<file path="src/rtl/led_trail_pwm_if.sv">
// Signal bundle between the chaser-side driver and the LED trail/PWM stage.
// The driver (master) supplies run enable and the light vector; the trail
// stage (slave) returns the LED drive, the PWM period marker and activity.
interface led_trail_pwm_if #(
    parameter int N_LEDS = 8
);
    logic              enable;
    logic [N_LEDS-1:0] light_in;
    logic [N_LEDS-1:0] led_out;
    logic              pwm_sync;
    logic              active;

    modport master (
        output enable,
        output light_in,
        input  led_out,
        input  pwm_sync,
        input  active
    );

    modport slave (
        input  enable,
        input  light_in,
        output led_out,
        output pwm_sync,
        output active
    );
endinterface

</file>
<file path="src/rtl/led_trail_pwm.sv">
// LED comet-trail renderer: each lit input snaps its channel to full
// brightness, unlit channels fade one level per decay tick, and a shared
// free-running PWM counter turns the per-channel level into a pin duty.

// One LED channel: brightness level register plus its registered PWM pin.
module led_trail_chan #(
    parameter int LEVEL_W = 4
) (
    input  logic               clk,
    input  logic               rst,
    input  logic               enable,
    input  logic               decay_tick,
    input  logic               light,
    input  logic [LEVEL_W-1:0] pwm_cnt,
    output logic [LEVEL_W-1:0] level,
    output logic               led
);
    localparam logic [LEVEL_W-1:0] MAX = '1;

    // Level: load to MAX while lit (wins over a decay tick), else step down
    // toward zero on each decay tick; frozen while disabled.
    always_ff @(posedge clk or negedge rst) begin
        if (!rst) begin
            level <= '0;
        end else if (enable) begin
            if (light) begin
                level <= MAX;
            end else if (decay_tick && (level != '0)) begin
                level <= level - LEVEL_W'(1);
            end
        end
    end

    // Pin drive: MAX forces a solid 100% duty, otherwise on while the
    // level is above the PWM phase; dark whenever the block is disabled.
    always_ff @(posedge clk or negedge rst) begin
        if (!rst) begin
            led <= 1'b0;
        end else begin
            led <= enable && ((level == MAX) || (level > pwm_cnt));
        end
    end
endmodule

module led_trail_pwm #(
    parameter int N_LEDS    = 8,
    parameter int LEVEL_W   = 4,
    parameter int DECAY_DIV = 16
) (
    input logic              clk,
    input logic              rst,
    led_trail_pwm_if.slave   bus
);
    // A divider of 1 still needs a one-bit counter; it simply never leaves 0.
    localparam int                DCNT_W    = (DECAY_DIV > 1) ? $clog2(DECAY_DIV) : 1;
    localparam logic [DCNT_W-1:0] DCNT_LAST = DCNT_W'(DECAY_DIV - 1);

    logic [LEVEL_W-1:0]             pwm_cnt;
    logic [DCNT_W-1:0]              dcnt;
    logic                           decay_tick;
    logic                           pwm_sync;
    logic [N_LEDS-1:0][LEVEL_W-1:0] level;
    logic [N_LEDS-1:0]              led;
    logic [N_LEDS-1:0]              lit;

    // PWM phase: free-running, wraps MAX->0 by natural overflow.
    always_ff @(posedge clk or negedge rst) begin
        if (!rst) begin
            pwm_cnt <= '0;
        end else if (bus.enable) begin
            pwm_cnt <= pwm_cnt + LEVEL_W'(1);
        end
    end

    // Decay prescaler: counts 0..DECAY_DIV-1 on enabled cycles.
    always_ff @(posedge clk or negedge rst) begin
        if (!rst) begin
            dcnt <= '0;
        end else if (bus.enable) begin
            dcnt <= (dcnt == DCNT_LAST) ? '0 : dcnt + DCNT_W'(1);
        end
    end

    assign decay_tick = bus.enable && (dcnt == DCNT_LAST);

    // Period marker: one pulse in the cycle that renders phase 0.
    always_ff @(posedge clk or negedge rst) begin
        if (!rst) begin
            pwm_sync <= 1'b0;
        end else begin
            pwm_sync <= bus.enable && (pwm_cnt == '0);
        end
    end

    for (genvar g = 0; g < N_LEDS; g++) begin : g_chan
        led_trail_chan #(
            .LEVEL_W (LEVEL_W)
        ) u_chan (
            .clk        (clk),
            .rst        (rst),
            .enable     (bus.enable),
            .decay_tick (decay_tick),
            .light      (bus.light_in[g]),
            .pwm_cnt    (pwm_cnt),
            .level      (level[g]),
            .led        (led[g])
        );
        assign lit[g] = |level[g];
    end

    assign bus.led_out  = led;
    assign bus.pwm_sync = pwm_sync;
    assign bus.active   = |lit;
endmodule
</file>
<file path="src/flat_wrapper.sv">
// flat-port wrapper written by rule: the top's interface ports become plain ports
module led_trail_pwm_flat 
#(
    parameter int N_LEDS    = 8,
    parameter int LEVEL_W   = 4,
    parameter int DECAY_DIV = 16
)
  (clk, rst, bus_enable, bus_light_in, bus_led_out, bus_pwm_sync, bus_active);
  led_trail_pwm_if #(.N_LEDS(N_LEDS)) bus_i ();
  input logic clk;
  input logic rst;
  input wire logic [$bits(bus_i.enable)-1:0] bus_enable;
  input wire logic [$bits(bus_i.light_in)-1:0] bus_light_in;
  output wire logic [$bits(bus_i.led_out)-1:0] bus_led_out;
  output wire logic [$bits(bus_i.pwm_sync)-1:0] bus_pwm_sync;
  output wire logic [$bits(bus_i.active)-1:0] bus_active;
  assign bus_i.enable = bus_enable;
  assign bus_i.light_in = bus_light_in;
  assign bus_led_out = bus_i.led_out;
  assign bus_pwm_sync = bus_i.pwm_sync;
  assign bus_active = bus_i.active;
  led_trail_pwm #(.N_LEDS(N_LEDS), .LEVEL_W(LEVEL_W), .DECAY_DIV(DECAY_DIV)) u_core (.clk(clk), .rst(rst), .bus(bus_i));
endmodule
</file>
<file path="config.mk">
export PLATFORM = sky130hd
export DESIGN_NAME = led_trail_pwm_flat
export DESIGN_NICKNAME = d
export VERILOG_FILES = /design/src/rtl/led_trail_pwm_if.sv /design/src/rtl/led_trail_pwm.sv /design/src/flat_wrapper.sv
export SDC_FILE = /design/constraint.sdc
export NUM_CORES = 1
export LEC_CHECK = 0
export CAP_MARGIN = 40
export CELL_PAD_IN_SITES_DETAIL_PLACEMENT = 0
export CELL_PAD_IN_SITES_GLOBAL_PLACEMENT = 1
export CORE_MARGIN = 2
export CORE_UTILIZATION = 45
export DETAILED_ROUTE_END_ITERATION = 8
export PLACE_DENSITY_LB_ADDON = 0.1
export SLEW_MARGIN = 20
export SYNTH_ARGS = -nofsm -noshare
export SYNTH_HDL_FRONTEND = slang
export SYNTH_SLANG_ARGS = --single-unit
</file>
<file path="constraint.sdc">
create_clock -name clk -period 2.66 [get_ports clk]
set_input_delay 0.532 -clock clk [delete_from_list [all_inputs] [get_ports clk]]
set_output_delay 0.532 -clock clk [all_outputs]
set_load 0.005 [all_outputs]
</file>
==> flow_metrics.tcl, run 1 <==
set metrics [dict create \
    outcome "finished, final reports clean" \
    vias 2955 \
    cell_breakdown_of_the_critical_path "inv_2, ha_1, nor3b_4, nand4_1, or2_2, dlymetal6s2s_1" \
    dp_hpwl_mm 5.64 \
    maxCapViolations 0 \
    synthDominantCellAreaShare 0.339 \
    clock_sinks 49 \
    syn2layout_area_growth_pct 15.3 \
    io-pin-count 21 \
    final-setup-viol-count 0 \
    viasPerCell 5.69 \
    final.min_clock_period_ps 2320 \
    tritoncts "built" \
    die_h_um 93.6 \
    routed_wirelength_mm 8.25 \
    crit_fanout 4 \
    critPathSlowestCell "sky130_fd_sc_hd__dfrtp_1" \
    ys_ff_latch 49 \
    syn_avg_cell_area_um2 9.44 \
    drt-pass1-iter-count 4 \
    cts-root-buf "sky130_fd_sc_hd__clkbuf_8" \
    num_antenna_cells 0 \
    cts-hold-fix-buffers 0 \
    count_of_standard_cell_rows 32 \
    yosysSeqAreaShare 0.339 \
    timing_worst_slew_pin_value_ps 614 \
    post-route-period-util 0.872 \
    worstHoldPathType "in2async" \
    track_usage 0.197 \
    vdd_drop_max_mv 0.335 \
    r2r_setup_slack_ps 790 \
    grt_first_pass_wirelength_mm 13.7 \
    finalInstanceArea_mm2 0.00417 \
    synth_enable_flop_cells 0 \
    setup_ws_ps 341 \
    worst_clock_skew_ps 13.0 \
    number_of_antenna_violations_at_the_first_check_in_global_routing 0 \
    globalplace.congestion 0.841 \
    io_buffers 20 \
    route.antenna.remaining_nets 0 \
    synth_top_cell_by_area "sky130_fd_sc_hd__dfrtp_1" \
    grt_overflow_total 0 \
    finalMaxSlewViolations 0 \
    power.density_mw_per_mm2 714 \
    wire_per_inst_um 15.9 \
    postSynthCellCount 383 \
    rsz0062_at_grt "false" \
    finalHoldViolCount 0 \
    synth_common_cells "sky130_fd_sc_hd__ha_1, sky130_fd_sc_hd__dfrtp_1, sky130_fd_sc_hd__nand2_1" \
    post_synth_main_area_contributors "sky130_fd_sc_hd__dfrtp_1, sky130_fd_sc_hd__ha_1, sky130_fd_sc_hd__nand2_1" \
    yosys_most_used_dff "sky130_fd_sc_hd__dfrtp_1" \
    timing.critical_path.max_delay_family "simple AND/OR/NAND/NOR gates" \
    data_required_time_at_the_worst_endpoint_ps 2130 \
    drc 0 \
    share_of_layout_cells_above_drive_strength_1 0.156 \
    syn-num-nets 453 \
    synthesis.yosys.warnings 0 \
    grt_pass1_vias 2818 \
    leakage_uw 0.00195 \
    placedInstanceArea_mm2 0.00391 \
    path_buf_inv 2 \
    cts-buffers-inserted 5 \
    h-tree-depth 2 \
    post_synthesis_async_set_or_reset_flop_share 1.00 \
    grt_max_degree 30 \
    startpoint_type "flip-flop" \
    core_area_mm2 0.00777 \
    worstSetupPathType "reg2out" \
    arrival_ps 1790 \
    dieArea_mm2 0.00877 \
    worst_relative_slew_slack 0.591 \
    crit_cells 6 \
    most_instantiated_library_cell_after_synthesis "sky130_fd_sc_hd__ha_1" \
    mappedNetlistArea_mm2 0.00362 \
    netlist-cell-type-count 39 \
    ctsLongestPathBuffers 2 \
    floorplan.initialDensity 0.466 \
    max_freq_ghz 0.431 \
    finalHoldWorstSlack_ps 105 \
    fin_nets 486 \
    cpPeakStageDelay_ps 410 \
    rr_worst_depth 6 \
    clock_insertion_delay_worst_skew_ps 310 \
    post-place-ws_ps 175 \
    dr.first_iter.drc_count 106 \
    path_clk_slew_ps 100 \
    fp.dieW_um 93.6 \
    timing.critical_path.to_type "primary output" \
    timing.setup.tns_ps 0 \
]
[power by group]
part	switching [µW]	internal, µW	leakage, µW
registers	188	921	0.000488
logic	743	671	0.00142
clock network	270	183	0.0000450
[routing by layer]
| layer | track usage | vias up | wire length, µm |
|---|---|---|---|
| li1 | - | 1469 | - |
| met1 | 0.277 | 1445 | 4180 |
| met5 | 0 | - | 0 |
| met4 | 0.0507 | 0 | 53 |
| met3 | 0.0274 | 4 | 203 |
| met2 | 0.319 | 37 | 3810 |
[flip-flops by register name, summed over array words and instances, names as in the netlist]
register                    count
u_core.bus.pwm_sync             1
u_core.dcnt                     4
u_core.pwm_cnt                  4
u_core.g_chan.u_chan.led        8
u_core.g_chan.u_chan.level     32
[worst paths after layout]
path / start / end
setup / recovery: u_core.g_chan[4].u_chan.level[0]$_DFFE_PN0P_ / bus_active
hold / removal: rst / u_core.pwm_cnt[3]$_DFFE_PN0P_
setup reg to reg: u_core.pwm_cnt[1]$_DFFE_PN0P_ / u_core.g_chan[6].u_chan.led$_DFF_PN0_
hold reg to reg: u_core.pwm_cnt[3]$_DFFE_PN0P_ / u_core.bus.pwm_sync$_DFF_PN0_
max in group asynchronous: rst / u_core.g_chan[3].u_chan.level[1]$_DFFE_PN0P_
min in group clk: u_core.pwm_cnt[3]$_DFFE_PN0P_ / u_core.bus.pwm_sync$_DFF_PN0_
[final cells by class]
type,instances,area (µm²)
Clock buffer,6,72.6
Clock inverter,2,10.0
Multi-Input combinational cell,293,2250
Tap cell,102,128
Timing Repair Buffer,47,408
Fill cell,733,3600
Inverter,20,75.1
Sequential cell,49,1230
[cells by family after synthesis]
family	share of synthesized area
simple gates	0.238
compound gates	0.146
fa+ha+maj	0.204
flops	0.339
buf+inv	0.0578
xor+xnor	0.00969
mux	0.00588
[what timing repair did]
action | CTS | global route
buffers inserted | 5 | 9
resized for setup | 12 | 11
pin swaps | 0 | 0
endpoints found under the setup margin | 1 | 1
hold endpoints to repair | 0 | 0
[metrics by stage]
stage | power [µW] | instances | utilization
after global placement | 2450 | 496 | 0.501
after global routing | 3260 | 519 | 0.537
after CTS | 2970 | 510 | 0.525
final | 2980 | 519 | 0.537
after floorplan | 2070 | 383 | -
after detailed placement | 2470 | 497 | 0.503
[cells in the final DEF (no fill, tap or decap), types with 3 or more instances in the layout]
cell	instances
sky130_fd_sc_hd__nor4_1	8
sky130_fd_sc_hd__nor3b_4	7
sky130_fd_sc_hd__ha_1	58
sky130_fd_sc_hd__a21o_1	4
sky130_fd_sc_hd__clkdlybuf4s50_1	17
sky130_fd_sc_hd__nand3_1	4
sky130_fd_sc_hd__nor2b_1	16
sky130_fd_sc_hd__buf_4	26
sky130_fd_sc_hd__and4b_1	4
sky130_fd_sc_hd__a22o_1	4
sky130_fd_sc_hd__nor4b_1	7
sky130_fd_sc_hd__o21ai_0	21
sky130_fd_sc_hd__nor4_2	4
sky130_fd_sc_hd__a311oi_1	5
sky130_fd_sc_hd__nand4_1	16
sky130_fd_sc_hd__clkbuf_8	5
sky130_fd_sc_hd__dfrtp_1	48
sky130_fd_sc_hd__nand2_1	38
sky130_fd_sc_hd__nor3b_1	4
sky130_fd_sc_hd__inv_1	11
sky130_fd_sc_hd__nor3_1	10
sky130_fd_sc_hd__inv_2	9
sky130_fd_sc_hd__a41o_1	8
sky130_fd_sc_hd__xnor2_1	3
sky130_fd_sc_hd__nor2_1	21
sky130_fd_sc_hd__a21oi_1	24
sky130_fd_sc_hd__a211oi_1	4
sky130_fd_sc_hd__o211ai_1	8
Power figures use the tool's default switching activity.
==> inputs of run 2 (changes only) <==
- HOLD_SLACK_MARGIN: default -> 0.03
==> results of run 2 <==
The final DEF is identical to that of run 1; final timing and power are the same.
==> inputs of run 3 (changes only) <==
- MAX_ROUTING_LAYER: default -> met4
- SLEW_MARGIN: 20 -> 10
==> flow_metrics.tcl, run 3 (synthesized netlist as in run 1, its figures left out) <==
set metrics [dict create \
    cts-buffers-inserted 5 \
    worst_clock_skew_ps 12.4 \
    finalInstanceArea_mm2 0.00417 \
    leakage_uw 0.00195 \
    path_buf_inv 2 \
    drc 0 \
    finalMaxSlewViolations 0 \
    timing.critical_path.to_type "primary output" \
    grt_max_degree 30 \
    largest_registers "u_core.g_chan.u_chan.level x32, u_core.g_chan.u_chan.led x8" \
    finish.utilization 0.537 \
    vias 2933 \
    finalHoldWorstSlack_ps 108 \
    timing_worst_slew_pin_value_ps 613 \
    final.min_clock_period_ps 2320 \
    cts-root-buf "sky130_fd_sc_hd__clkbuf_8" \
    drt-pass1-iter-count 4 \
    data_required_time_at_the_worst_endpoint_ps 2130 \
    p_total_uw 2970 \
    top_register "u_core.g_chan.u_chan.level" \
    outcome "finished, final reports clean" \
    clock_sinks 49 \
    viasPerCell 5.65 \
    core_area_mm2 0.00777 \
    ctsLongestPathBuffers 2 \
    critPathSlowestCell "sky130_fd_sc_hd__dfrtp_1" \
    rsz0062_at_grt "false" \
    share_of_layout_cells_above_drive_strength_1 0.156 \
    grt_overflow_total 0 \
    most_common_library_cell_in_the_layout_ignoring_fill_and_taps "sky130_fd_sc_hd__ha_1" \
    grt_first_pass_wirelength_mm 13.7 \
    clock_insertion_delay_worst_skew_ps 310 \
    die_h_um 93.6 \
    syn2layout_area_growth_pct 15.3 \
    worst_relative_slew_slack 0.591 \
    grt_pass1_vias 2821 \
    number_of_antenna_violations_at_the_first_check_in_global_routing 0 \
    startpoint_type "flip-flop" \
    dp_hpwl_mm 5.64 \
    maxCapViolations 0 \
    wire_per_inst_um 15.8 \
    count_of_standard_cell_rows 32 \
    timing.setup.tns_ps 0 \
    power.density_mw_per_mm2 713 \
    crit_fanout 4 \
    worstSetupPathType "reg2out" \
    largest_register_ffs 32 \
    vdd_drop_max_mv 0.333 \
    floorplan.initialDensity 0.466 \
    cell_breakdown_of_the_critical_path "inv_2, ha_1, nor3b_4, nand4_1, or2_2, dlymetal6s2s_1" \
    fp.dieW_um 93.6 \
    num_antenna_cells 0 \
    io_buffers 20 \
    post-route-period-util 0.871 \
    placedInstanceArea_mm2 0.00391 \
    h-tree-depth 2 \
    layout.cells.most_common_list "sky130_fd_sc_hd__ha_1, sky130_fd_sc_hd__dfrtp_1, sky130_fd_sc_hd__nand2_1" \
    dieArea_mm2 0.00877 \
    tritoncts "built" \
    track_usage 0.202 \
    max_freq_ghz 0.432 \
    globalplace.congestion 0.854 \
    route.antenna.remaining_nets 0 \
    routed_wirelength_mm 8.18 \
    worstHoldPathType "in2async" \
    finalHoldViolCount 0 \
    timing.critical_path.max_delay_family "simple AND/OR/NAND/NOR gates" \
    fin_nets 486 \
    path_clk_slew_ps 100 \
    arrival_ps 1780 \
    io-pin-count 21 \
    cpPeakStageDelay_ps 400 \
    final-setup-viol-count 0 \
    dr.first_iter.drc_count 110 \
]
## run 3: cell counts in the layout (fill, tap and decap cells not counted)
Identical to the previous run, type by type.
## run 3: layout make-up
cell class	instances	area [µm²]
repair buffers	47	408
well taps	102	128
fillers	733	3600
flip-flops and latches	49	1230
inverters	20	75.1
clock inverters	2	10.0
multi-input cells	293	2250
clock buffers	6	72.6
## run 3: power breakdown
part / total, µW / internal, µW / switching [µW]
registers: 1110 / 921 / 189
clock network: 450 / 183 / 266
logic: 1410 / 671 / 741
total: 2970 / 1780 / 1200
## run 3: path summary, 6_finish.rpt
path / cells past startpoint / start / endpoint / slack, ps
min in group clk: 1 / u_core.pwm_cnt[3]$_DFFE_PN0P_ / u_core.bus.pwm_sync$_DFF_PN0_ / 500
setup / recovery: 6 / u_core.g_chan[4].u_chan.level[0]$_DFFE_PN0P_ / bus_active / 340
hold reg to reg: 1 / u_core.pwm_cnt[3]$_DFFE_PN0P_ / u_core.bus.pwm_sync$_DFF_PN0_ / 500
setup reg to reg: 6 / u_core.pwm_cnt[1]$_DFFE_PN0P_ / u_core.g_chan[6].u_chan.led$_DFF_PN0_ / 800
hold / removal: 1 / rst / u_core.pwm_cnt[3]$_DFFE_PN0P_ / 110
max in group asynchronous: 2 / rst / u_core.g_chan[3].u_chan.level[1]$_DFFE_PN0P_ / 2100
## run 3: through the flow
step	setup WS [ps]	cells
floorplan	805	383
global placement	216	496
detailed placement	175	497
global route	244	519
finish	343	519
CTS	2.00	510
## run 3: routing by layer
metal  GRT usage  part of all wire
met1       0.278              0.51
met2       0.318              0.46
met3      0.0274             0.028
met4      0.0507             0.010
met5           -                 0
## run 3: timing repair
| action | in CTS | in global routing |
|---|---|---|
| gates resized for setup | 12 | 11 |
| hold buffers | 0 | 0 |
| setup endpoints to repair | 1 | 1 |
| setup buffers | 5 | 9 |
